<file path="config.mk">
export PLATFORM = sky130hd
export DESIGN_NAME = rv32_decode_stage
export DESIGN_NICKNAME = d
export VERILOG_FILES = /design/src/rtl/rv32_decode_pkg.sv /design/src/rtl/rv32_decode_comb.sv /design/src/rtl/rv32_decode_stage.sv
export SDC_FILE = /design/constraint.sdc
export NUM_CORES = 1
export LEC_CHECK = 0
export CORE_AREA = 2 2 159 130
export CTS_CLUSTER_DIAMETER = 200
export CTS_CLUSTER_SIZE = 25
export DETAILED_ROUTE_END_ITERATION = 10
export DIE_AREA = 0 0 161 132
export PLACE_DENSITY_LB_ADDON = 0.1
export SLEW_MARGIN = 30
export SYNTH_ARGS = -nofsm -noshare
export SYNTH_HDL_FRONTEND = slang
export SYNTH_SLANG_ARGS = --single-unit
</file>
<file path="constraint.sdc">
create_clock -name clk -period 10.5 [get_ports clk]
set_input_delay 3.15 -clock clk [delete_from_list [all_inputs] [get_ports clk]]
set_output_delay 3.15 -clock clk [all_outputs]
set_load 0.05 [all_outputs]
</file>
<file path="src/rtl/rv32_decode_pkg.sv">
// Shared types and constants for the RV32I decode stage.
// Opcodes, ALU control codes and the decoded-entry bundle.
package rv32_decode_pkg;

  localparam int IMM_W = 32;

  localparam logic [6:0] OP     = 7'b0110011;
  localparam logic [6:0] OP_IMM = 7'b0010011;
  localparam logic [6:0] LOAD   = 7'b0000011;
  localparam logic [6:0] STORE  = 7'b0100011;
  localparam logic [6:0] BRANCH = 7'b1100011;
  localparam logic [6:0] LUI    = 7'b0110111;
  localparam logic [6:0] AUIPC  = 7'b0010111;
  localparam logic [6:0] JAL    = 7'b1101111;
  localparam logic [6:0] JALR   = 7'b1100111;

  localparam logic [3:0] ALU_ADD  = 4'b0000;
  localparam logic [3:0] ALU_SUB  = 4'b1000;
  localparam logic [3:0] ALU_SLL  = 4'b0001;
  localparam logic [3:0] ALU_SLT  = 4'b0010;
  localparam logic [3:0] ALU_SLTU = 4'b0011;
  localparam logic [3:0] ALU_XOR  = 4'b0100;
  localparam logic [3:0] ALU_SRL  = 4'b0101;
  localparam logic [3:0] ALU_SRA  = 4'b1101;
  localparam logic [3:0] ALU_OR   = 4'b0110;
  localparam logic [3:0] ALU_AND  = 4'b0111;

  typedef struct packed {
    logic [4:0]       rs1;
    logic [4:0]       rs2;
    logic [4:0]       rd;
    logic [3:0]       alu_ctrl;
    logic             w_en;
    logic [IMM_W-1:0] imm;
    logic             illegal;
    logic             muldiv;
  } dec_t;

endpackage

</file>
<file path="src/rtl/rv32_decode_comb.sv">
// Pure combinational RV32I instruction decoder.
// RV32M decode is enabled by defining DECODE_RV32M_EN.
module rv32_decode_comb
  import rv32_decode_pkg::*;
(
  input  logic [31:0] inst_i,
  output dec_t        dec_o
);

  logic [6:0]  op;
  logic [2:0]  f3;
  logic [6:0]  f7;
  logic [31:0] imm_i, imm_s, imm_b, imm_u, imm_j;

  assign op = inst_i[6:0];
  assign f3 = inst_i[14:12];
  assign f7 = inst_i[31:25];

  assign imm_i = {{20{inst_i[31]}}, inst_i[31:20]};
  assign imm_s = {{20{inst_i[31]}}, inst_i[31:25], inst_i[11:7]};
  assign imm_b = {{19{inst_i[31]}}, inst_i[31], inst_i[7],
                  inst_i[30:25], inst_i[11:8], 1'b0};
  assign imm_u = {inst_i[31:12], 12'b0};
  assign imm_j = {{11{inst_i[31]}}, inst_i[31], inst_i[19:12],
                  inst_i[20], inst_i[30:21], 1'b0};

  logic wr;
  logic ill;

  // Field extraction per opcode, then legality and write-enable gating
  always_comb begin
    dec_o = '0;
    wr    = 1'b0;
    ill   = 1'b0;
    case (op)
      OP: begin
        dec_o.rs1      = inst_i[19:15];
        dec_o.rs2      = inst_i[24:20];
        dec_o.rd       = inst_i[11:7];
        dec_o.alu_ctrl = {f7[5], f3};
        wr             = 1'b1;
        if (f7 == 7'b0000001) begin
`ifdef DECODE_RV32M_EN
          dec_o.muldiv   = 1'b1;
          dec_o.alu_ctrl = {1'b0, f3};
`else
          ill = 1'b1;
`endif
        end else if (f7 == 7'b0100000) begin
          ill = !((f3 == 3'b000) || (f3 == 3'b101));
        end else if (f7 != 7'b0) begin
          ill = 1'b1;
        end
      end
      OP_IMM: begin
        dec_o.rs1      = inst_i[19:15];
        dec_o.rd       = inst_i[11:7];
        dec_o.imm      = imm_i;
        dec_o.alu_ctrl = {1'b0, f3};
        wr             = 1'b1;
        if (f3 == 3'b001) begin
          ill = (f7 != 7'b0);
        end else if (f3 == 3'b101) begin
          if (f7 == 7'b0100000) dec_o.alu_ctrl = ALU_SRA;
          else if (f7 != 7'b0)  ill = 1'b1;
        end
      end
      LOAD: begin
        dec_o.rs1      = inst_i[19:15];
        dec_o.rd       = inst_i[11:7];
        dec_o.imm      = imm_i;
        dec_o.alu_ctrl = ALU_ADD;
        wr             = 1'b1;
      end
      STORE: begin
        dec_o.rs1      = inst_i[19:15];
        dec_o.rs2      = inst_i[24:20];
        dec_o.imm      = imm_s;
        dec_o.alu_ctrl = ALU_ADD;
      end
      BRANCH: begin
        dec_o.rs1      = inst_i[19:15];
        dec_o.rs2      = inst_i[24:20];
        dec_o.imm      = imm_b;
        dec_o.alu_ctrl = ALU_SUB;
      end
      LUI, AUIPC: begin
        dec_o.rd       = inst_i[11:7];
        dec_o.imm      = imm_u;
        dec_o.alu_ctrl = ALU_ADD;
        wr             = 1'b1;
      end
      JAL: begin
        dec_o.rd       = inst_i[11:7];
        dec_o.imm      = imm_j;
        dec_o.alu_ctrl = ALU_ADD;
        wr             = 1'b1;
      end
      JALR: begin
        dec_o.rs1      = inst_i[19:15];
        dec_o.rd       = inst_i[11:7];
        dec_o.imm      = imm_i;
        dec_o.alu_ctrl = ALU_ADD;
        wr             = 1'b1;
      end
      default: ill = 1'b1;
    endcase
    if (inst_i[1:0] != 2'b11) ill = 1'b1;
    dec_o.illegal = ill;
    dec_o.w_en    = wr && !ill && (dec_o.rd != 5'd0);
  end

endmodule

</file>
<file path="src/rtl/rv32_decode_stage.sv">
// Registered decode stage: combinational decode into an output FIFO.
// Optional RV32M decode via DECODE_RV32M_EN (see rv32_decode_comb).
module rv32_decode_stage
  import rv32_decode_pkg::*;
#(
  parameter int XLEN  = 32,
  parameter int DEPTH = 2
) (
  input  logic            clk,
  input  logic            rst,
  input  logic            flush,
  input  logic            in_valid,
  output logic            in_ready,
  input  logic [31:0]     in_inst,
  input  logic [XLEN-1:0] in_pc,
  output logic            out_valid,
  input  logic            out_ready,
  output logic [XLEN-1:0] out_pc,
  output logic [4:0]      rs1,
  output logic [4:0]      rs2,
  output logic [4:0]      rd,
  output logic [3:0]      alu_ctrl,
  output logic            w_en,
  output logic [XLEN-1:0] imm,
  output logic            illegal,
  output logic            muldiv
);

  localparam int AW = $clog2(DEPTH);
  localparam int CW = AW + 1;

  dec_t dec;

  rv32_decode_comb u_comb (
    .inst_i (in_inst),
    .dec_o  (dec)
  );

  dec_t            ent_q [DEPTH];
  logic [XLEN-1:0] pc_q  [DEPTH];
  logic [AW-1:0]   wr_q, wr_d;
  logic [AW-1:0]   rd_q, rd_d;
  logic [CW-1:0]   cnt_q, cnt_d;
  logic            push, pop;

  // Readiness depends only on stored occupancy, never on out_ready
  assign in_ready  = !rst && (cnt_q < CW'(DEPTH));
  assign out_valid = (cnt_q != '0);
  assign push      = in_valid && in_ready && !flush;
  assign pop       = out_valid && out_ready && !flush;

  // Pointer and occupancy next-state; flush wins over push/pop
  always_comb begin
    wr_d  = wr_q;
    rd_d  = rd_q;
    cnt_d = cnt_q;
    if (flush) begin
      wr_d  = '0;
      rd_d  = '0;
      cnt_d = '0;
    end else begin
      if (push) wr_d = wr_q + 1'b1;
      if (pop)  rd_d = rd_q + 1'b1;
      cnt_d = cnt_q + CW'(push) - CW'(pop);
    end
  end

  // FIFO state and storage, cleared on reset so outputs read zero
  always_ff @(posedge clk or posedge rst) begin
    if (rst) begin
      wr_q  <= '0;
      rd_q  <= '0;
      cnt_q <= '0;
      for (int i = 0; i < DEPTH; i++) begin
        ent_q[i] <= '0;
        pc_q[i]  <= '0;
      end
    end else begin
      wr_q  <= wr_d;
      rd_q  <= rd_d;
      cnt_q <= cnt_d;
      if (push) begin
        ent_q[wr_q] <= dec;
        pc_q[wr_q]  <= in_pc;
      end
    end
  end

  assign out_pc   = pc_q[rd_q];
  assign rs1      = ent_q[rd_q].rs1;
  assign rs2      = ent_q[rd_q].rs2;
  assign rd       = ent_q[rd_q].rd;
  assign alu_ctrl = ent_q[rd_q].alu_ctrl;
  assign w_en     = ent_q[rd_q].w_en;
  assign imm      = ent_q[rd_q].imm;
  assign illegal  = ent_q[rd_q].illegal;
  assign muldiv   = ent_q[rd_q].muldiv;

endmodule

</file>
==> results of run 1 <==
-- cell type report --
| cell class | count | share of cell area |
|---|---|---|
| flip-flops and latches | 174 | 0.416 |
| multi-input cells | 614 | 0.336 |
| repair buffers | 162 | 0.154 |
| clock buffers | 19 | 0.0423 |
| well taps | 264 | 0.0315 |
| clock inverters | 13 | 0.0146 |
| inverters | 12 | 0.00502 |
-- registers in the layout, summed over array words and instances (netlist names) --
signal  cells
rd_q        1
wr_q        1
ent_q     106
pc_q       64
cnt_q       2
-- metrics by stage --
step	cells	util	worst slack [ns]	instance area, um^2
floorplan	852	-	2.63	8140
global placement	1226	0.504	2.68	9860
detailed placement	1226	0.504	2.69	9860
CTS	1258	0.535	2.67	10500
global route	1258	0.535	2.53	10500
finish	1258	0.535	2.65	10500
-- logic make-up (layout without fill, tap and decap cells) --
family / count (synthesis) / after routing / synth area share
multiplexers: 89 / 89 / 0.123
AO/OA/AOI/OAI: 130 / 130 / 0.105
buffers and inverters: 64 / 206 / 0.0343
XOR/XNOR: 5 / 5 / 0.00538
flip-flops: 174 / 174 / 0.535
adder cells (fa/ha/maj): 2 / 2 / 0.00307
other: 1 / 1 / 0.000461
AND/OR/NAND/NOR: 387 / 387 / 0.194
-- worst paths after layout --
check	start	end	slack, ns	cells past startpoint
hold reg to reg	pc_q[44]	pc_q[44]	0.47	2
setup / recovery	rst	in_ready	2.65	3
max in group asynchronous	rst	ent_q[53]	6.07	3
hold / removal	pc_q[44]	pc_q[44]	0.47	2
setup reg to reg	cnt_q[1]	ent_q[1]	7.46	5
min in group asynchronous	rst	ent_q[69]	3.33	2
-- critical path, stage by stage --
cell and delay (ns):
clkdlybuf4s50_1 0.53, nor2_1 0.19, clkdlybuf4s50_1 0.82
-- power breakdown --
group	total [uW]	switching, uW	internal [uW]	leakage, uW
logic	661	409	253	0.00208
registers	867	68.4	799	0.00226
clock network	642	280	362	0.000282
total	2170	757	1410	0.00462
-- layer usage --
layer,global-route usage,part of all wire,up-vias
li1,-,-,3114
met1,0.301,0.51,3032
met2,0.289,0.43,148
met3,0.0381,0.042,15
met4,0.0511,0.013,0
met5,0,0,-
-- cells in the mapped netlist, drive strengths merged, types with 2 or more instances --
| cell type | count |
|---|---|
| o21ai | 52 |
| nand3 | 4 |
| nand2 | 299 |
| a22oi | 4 |
| o32ai | 3 |
| nor2 | 53 |
| nor3 | 2 |
| o31a | 2 |
| clkbuf | 19 |
| a31oi | 22 |
| mux2i | 2 |
| mux2 | 87 |
| xor2 | 4 |
| inv | 12 |
| and2 | 3 |
| o32a | 2 |
| dfrtp | 174 |
| buf | 33 |
| nor2b | 5 |
| nand3b | 2 |
| a21oi | 23 |
| o31ai | 14 |
| nand2b | 4 |
| a2111oi | 2 |
| or2 | 5 |
| ha | 2 |
-- placed cells by master, fill, tap and decap left out, types with 3 or more instances in the layout --
master           instances
buf_4                    5
o21ai_0                 48
a31oi_1                 22
nand2_1                298
inv_6                    5
o21ai_1                  4
dfrtp_1                173
a21oi_1                 21
clkinv_4                 3
clkbuf_16               17
xor2_1                   4
nor2b_1                  5
mux2_2                  87
nand3_1                  4
a22oi_1                  4
o31ai_1                 14
nand2b_1                 3
clkdlybuf4s50_1        155
inv_1                   11
or2_2                    4
clkinvlp_4               3
nor2_1                  52
==> metrics.cfg, run 1 <==
[power]
ir_worst_vdd_mv=0.122
p_per_area_nw_per_um2=207
totalPowerFinal_uw=2170
p_leak_uw=0.00462

[placed_design]
place_congestion=0.805
port_buffers=155
dp_hpwl_um=13300

[die]
core_area_um2=19600
chipHeight_um=132
num_rows=46
dieArea_um2=21300
fp.dieW_um=161
initial_utilization=0.416
ioPinCount=157

[cells_and_area]
drive_above_1_share=0.147
nets=1052
syn_to_final_growth_pct=28.6
multi_input_area_um2=3520
nFillCells=1794
regArea_um2=4360
diodes=0

[global_routing]
antenna_found_initial=0
grt_max_degree=105
grtUsageTotal=0.198
first_global_vias=6211
overflow=0
grt_first_pass_wirelength_um=33500

[route]
ant_nets=0
wl_per_cell_um=16.3
drtIter0Drc=384
firstDrtPassIters=5
finalWirelength_um=20600
routed_via_density=5.02
vias=6309
drc=0

[status]
status=complete, no violations

[timing]
skew_ns=0.0129
period_minus_slack_ns=7.85
tightest_slew_ns=0.896
setup_viol=0
rsz0062_at_grt=no
finalMaxSlewViolations=0
post-route-period-util=0.748
fin_tns_setup_ns=0
whs_ns=0.470
fmaxAchievable_ghz=0.127
slew_headroom=0.401
final-hold-violation-count=0

[clocking]
cts_tree=built
cts_resized=0
clk_pin_slew_ns=0.07
postCtsHoldBufs=0
cts.path.max_buffers=2
clkSinkCount=174
clock_latency_ns=0.42
numCtsBuffers=17
postCtsSetupBuffers=0
clockRootBuffer=clkbuf_16
cts-htree-levels=4

[synthesis]
yosysUniqueCellTypes=53
ys_ff_latch=174
synthTopCellsByArea=dfrtp_1, nand2_1, mux2_2
synth_edf_count=0
syn_avg_cell_area_um2=9.55
synth_cells=852
synth_top_cell_by_area=dfrtp_1
ys.flop_type=dfrtp_1
yosysWarnings=0
async_flop_share=1.00
syn-cell-area_um2=8140
syn-num-nets=923
ys_seq_area_frac=0.535
synth_top_area_frac=0.535

[setup_path]
cp_max_fo=3
start_kind=input pin
cp.arrival_ns=4.70
critPathCaptureType=output pin
path_class=in -> out
worstPathRequired_ns=7.35

[job]
drv_cap=0

[hold_path]
hold_path.class=reg -> reg

(Power assumes the default switching activity.)
==> run 2: changes to the inputs <==
==> constraint.sdc (replaced) <==
create_clock -name clk -period 7.2 [get_ports clk]
set_input_delay 2.16 -clock clk [delete_from_list [all_inputs] [get_ports clk]]
set_output_delay 2.16 -clock clk [all_outputs]
set_load 0.05 [all_outputs]
==> run 2 against run 1 <==
  * Register-to-register slack worse by 3.1 ns
  * Global-route usage is 0.47 points higher
  * First-iteration DRC count is 9.1% higher
  * Highest routed layer unchanged
==> metrics.cfg, run 2 (synthesized netlist as in run 1, its figures left out) <==
[status]
status=complete, no violations

[setup_path]
endpoint=in_ready
start_kind=input pin
crit_path_cell_trace=clkdlybuf4s50_1 -> nor2_1 -> clkdlybuf4s50_1
path_class=in -> out
r2r_start=cnt_q[1]
worstPathRequired_ns=5.04
critPathCaptureType=output pin
reg2reg_depth=6
rrSetupSlack_ns=4.41
crit_start=rst
cp_max_fo=3
crit_path_frequent_cell=clkdlybuf4s50_1
r2r-end=ent_q[68]
slowest_stage=clkdlybuf4s50_1
slowest_delay_ns=0.82
cp.arrival_ns=3.65

[hold_path]
hold_path.class=reg -> reg
holdPathStages=2

[global_routing]
grt_max_degree=97
grt_first_pass_wirelength_um=34300
first_global_vias=6337
grtUsageTotal=0.202
overflow=0
antenna_found_initial=0

[timing]
fin_tns_setup_ns=0
setup_viol=0
final-hold-violation-count=0
period_minus_slack_ns=5.81
tightest_slew_ns=0.994
finalMaxSlewViolations=0
rsz0062_at_grt=no
post-route-period-util=0.807
slew_headroom=0.335
skew_ns=0.00573
fmaxAchievable_ghz=0.172

[clocking]
cts-htree-levels=4
postCtsSetupBuffers=0
numCtsBuffers=17
clockRootBuffer=clkbuf_16
clkSinkCount=174
postCtsHoldBufs=0
clk_pin_slew_ns=0.07
cts_resized=0
clock_latency_ns=0.42
cts_tree=built
cts.path.max_buffers=2

[cells_and_area]
drive_above_1_share=0.149
largest_reg_flops=106
reg_top3=ent_q x106, pc_q x64, cnt_q x2
diodes=0
final_common_cell=nand2_1
syn_to_final_growth_pct=29.3
top_register=ent_q
final_cell_mix=nand2_1, dfrtp_1, clkdlybuf4s50_1, mux2_2, nor2_1
nets=1055

[die]
dieArea_um2=21300
num_rows=46
ioPinCount=157
chipHeight_um=132
initial_utilization=0.416
core_area_um2=19600
fp.dieW_um=161

[route]
vias=6342
drc=0
finalWirelength_um=20900
ant_nets=0
routed_via_density=5.03
drtIter0Drc=419
firstDrtPassIters=5
wl_per_cell_um=16.6

[power]
totalPowerFinal_uw=3190
p_per_area_nw_per_um2=303
p_leak_uw=0.00464
ir_worst_vdd_mv=0.220

[placed_design]
place_congestion=0.853
dp_hpwl_um=13600
port_buffers=155

[job]
drv_cap=0

-- run 2: changes by cell type in the layout (fill, tap and decap cells not counted), sizes merged --
cell and change:
buf +3, inv -4, clkinv +2, bufinv +1
-- run 2: worst min path at each step --
stage	startpoint	endpoint	slack, ns
after floorplan	pc_q[0]	pc_q[0]	0.44
after global placement	pc_q[9]	pc_q[9]	0.45
after detailed placement	pc_q[13]	pc_q[13]	0.46
after CTS	pc_q[13]	pc_q[13]	0.47
after global routing	pc_q[16]	pc_q[16]	0.49
final	pc_q[8]	pc_q[8]	0.47
-- run 2: routing by layer --
layer	routed length, um	up-vias	global-route usage	part of all wire
li1	-	3109	-	-
met1	10400	3058	0.301	0.50
met5	0	-	0	0
met3	981	13	0.0415	0.047
met4	150	0	0.0427	0.0072
met2	9350	162	0.307	0.45
-- run 2: metrics by stage --
| step | hold WS (ns) | utilization | setup slack, ns | std cells | cell area (um^2) |
|---|---|---|---|---|---|
| after floorplan | 0.440 | - | 0.323 | 852 | 8140 |
| after global placement | 0.452 | 0.504 | 1.37 | 1227 | 9870 |
| after detailed placement | 0.457 | 0.504 | 1.36 | 1227 | 9870 |
| after CTS | 0.474 | 0.535 | 1.35 | 1258 | 10500 |
| after global routing | 0.490 | 0.538 | 1.34 | 1260 | 10500 |
| final | 0.470 | 0.538 | 1.39 | 1260 | 10500 |
-- run 2: cell type report --
class / count / area, um^2
fillers: 1847 / 9040
multi-input cells: 614 / 3520
flip-flops and latches: 174 / 4360
inverters: 12 / 50.0
well taps: 264 / 330
clock inverters: 12 / 161
clock buffers: 19 / 443
repair buffers: 165 / 1660
-- run 2: worst max-delay path, delay by kind of cell --
| family | cells | cell delay [ns] |
|---|---|---|
| buffers and inverters | 2 | 1.32 |
| and+or+nand+nor | 1 | 0.17 |
-- run 2: power breakdown --
group	internal (uW)	total [uW]	switching, uW
Clock	557	952	396
Sequential	1160	1270	104
Combinational	372	968	596
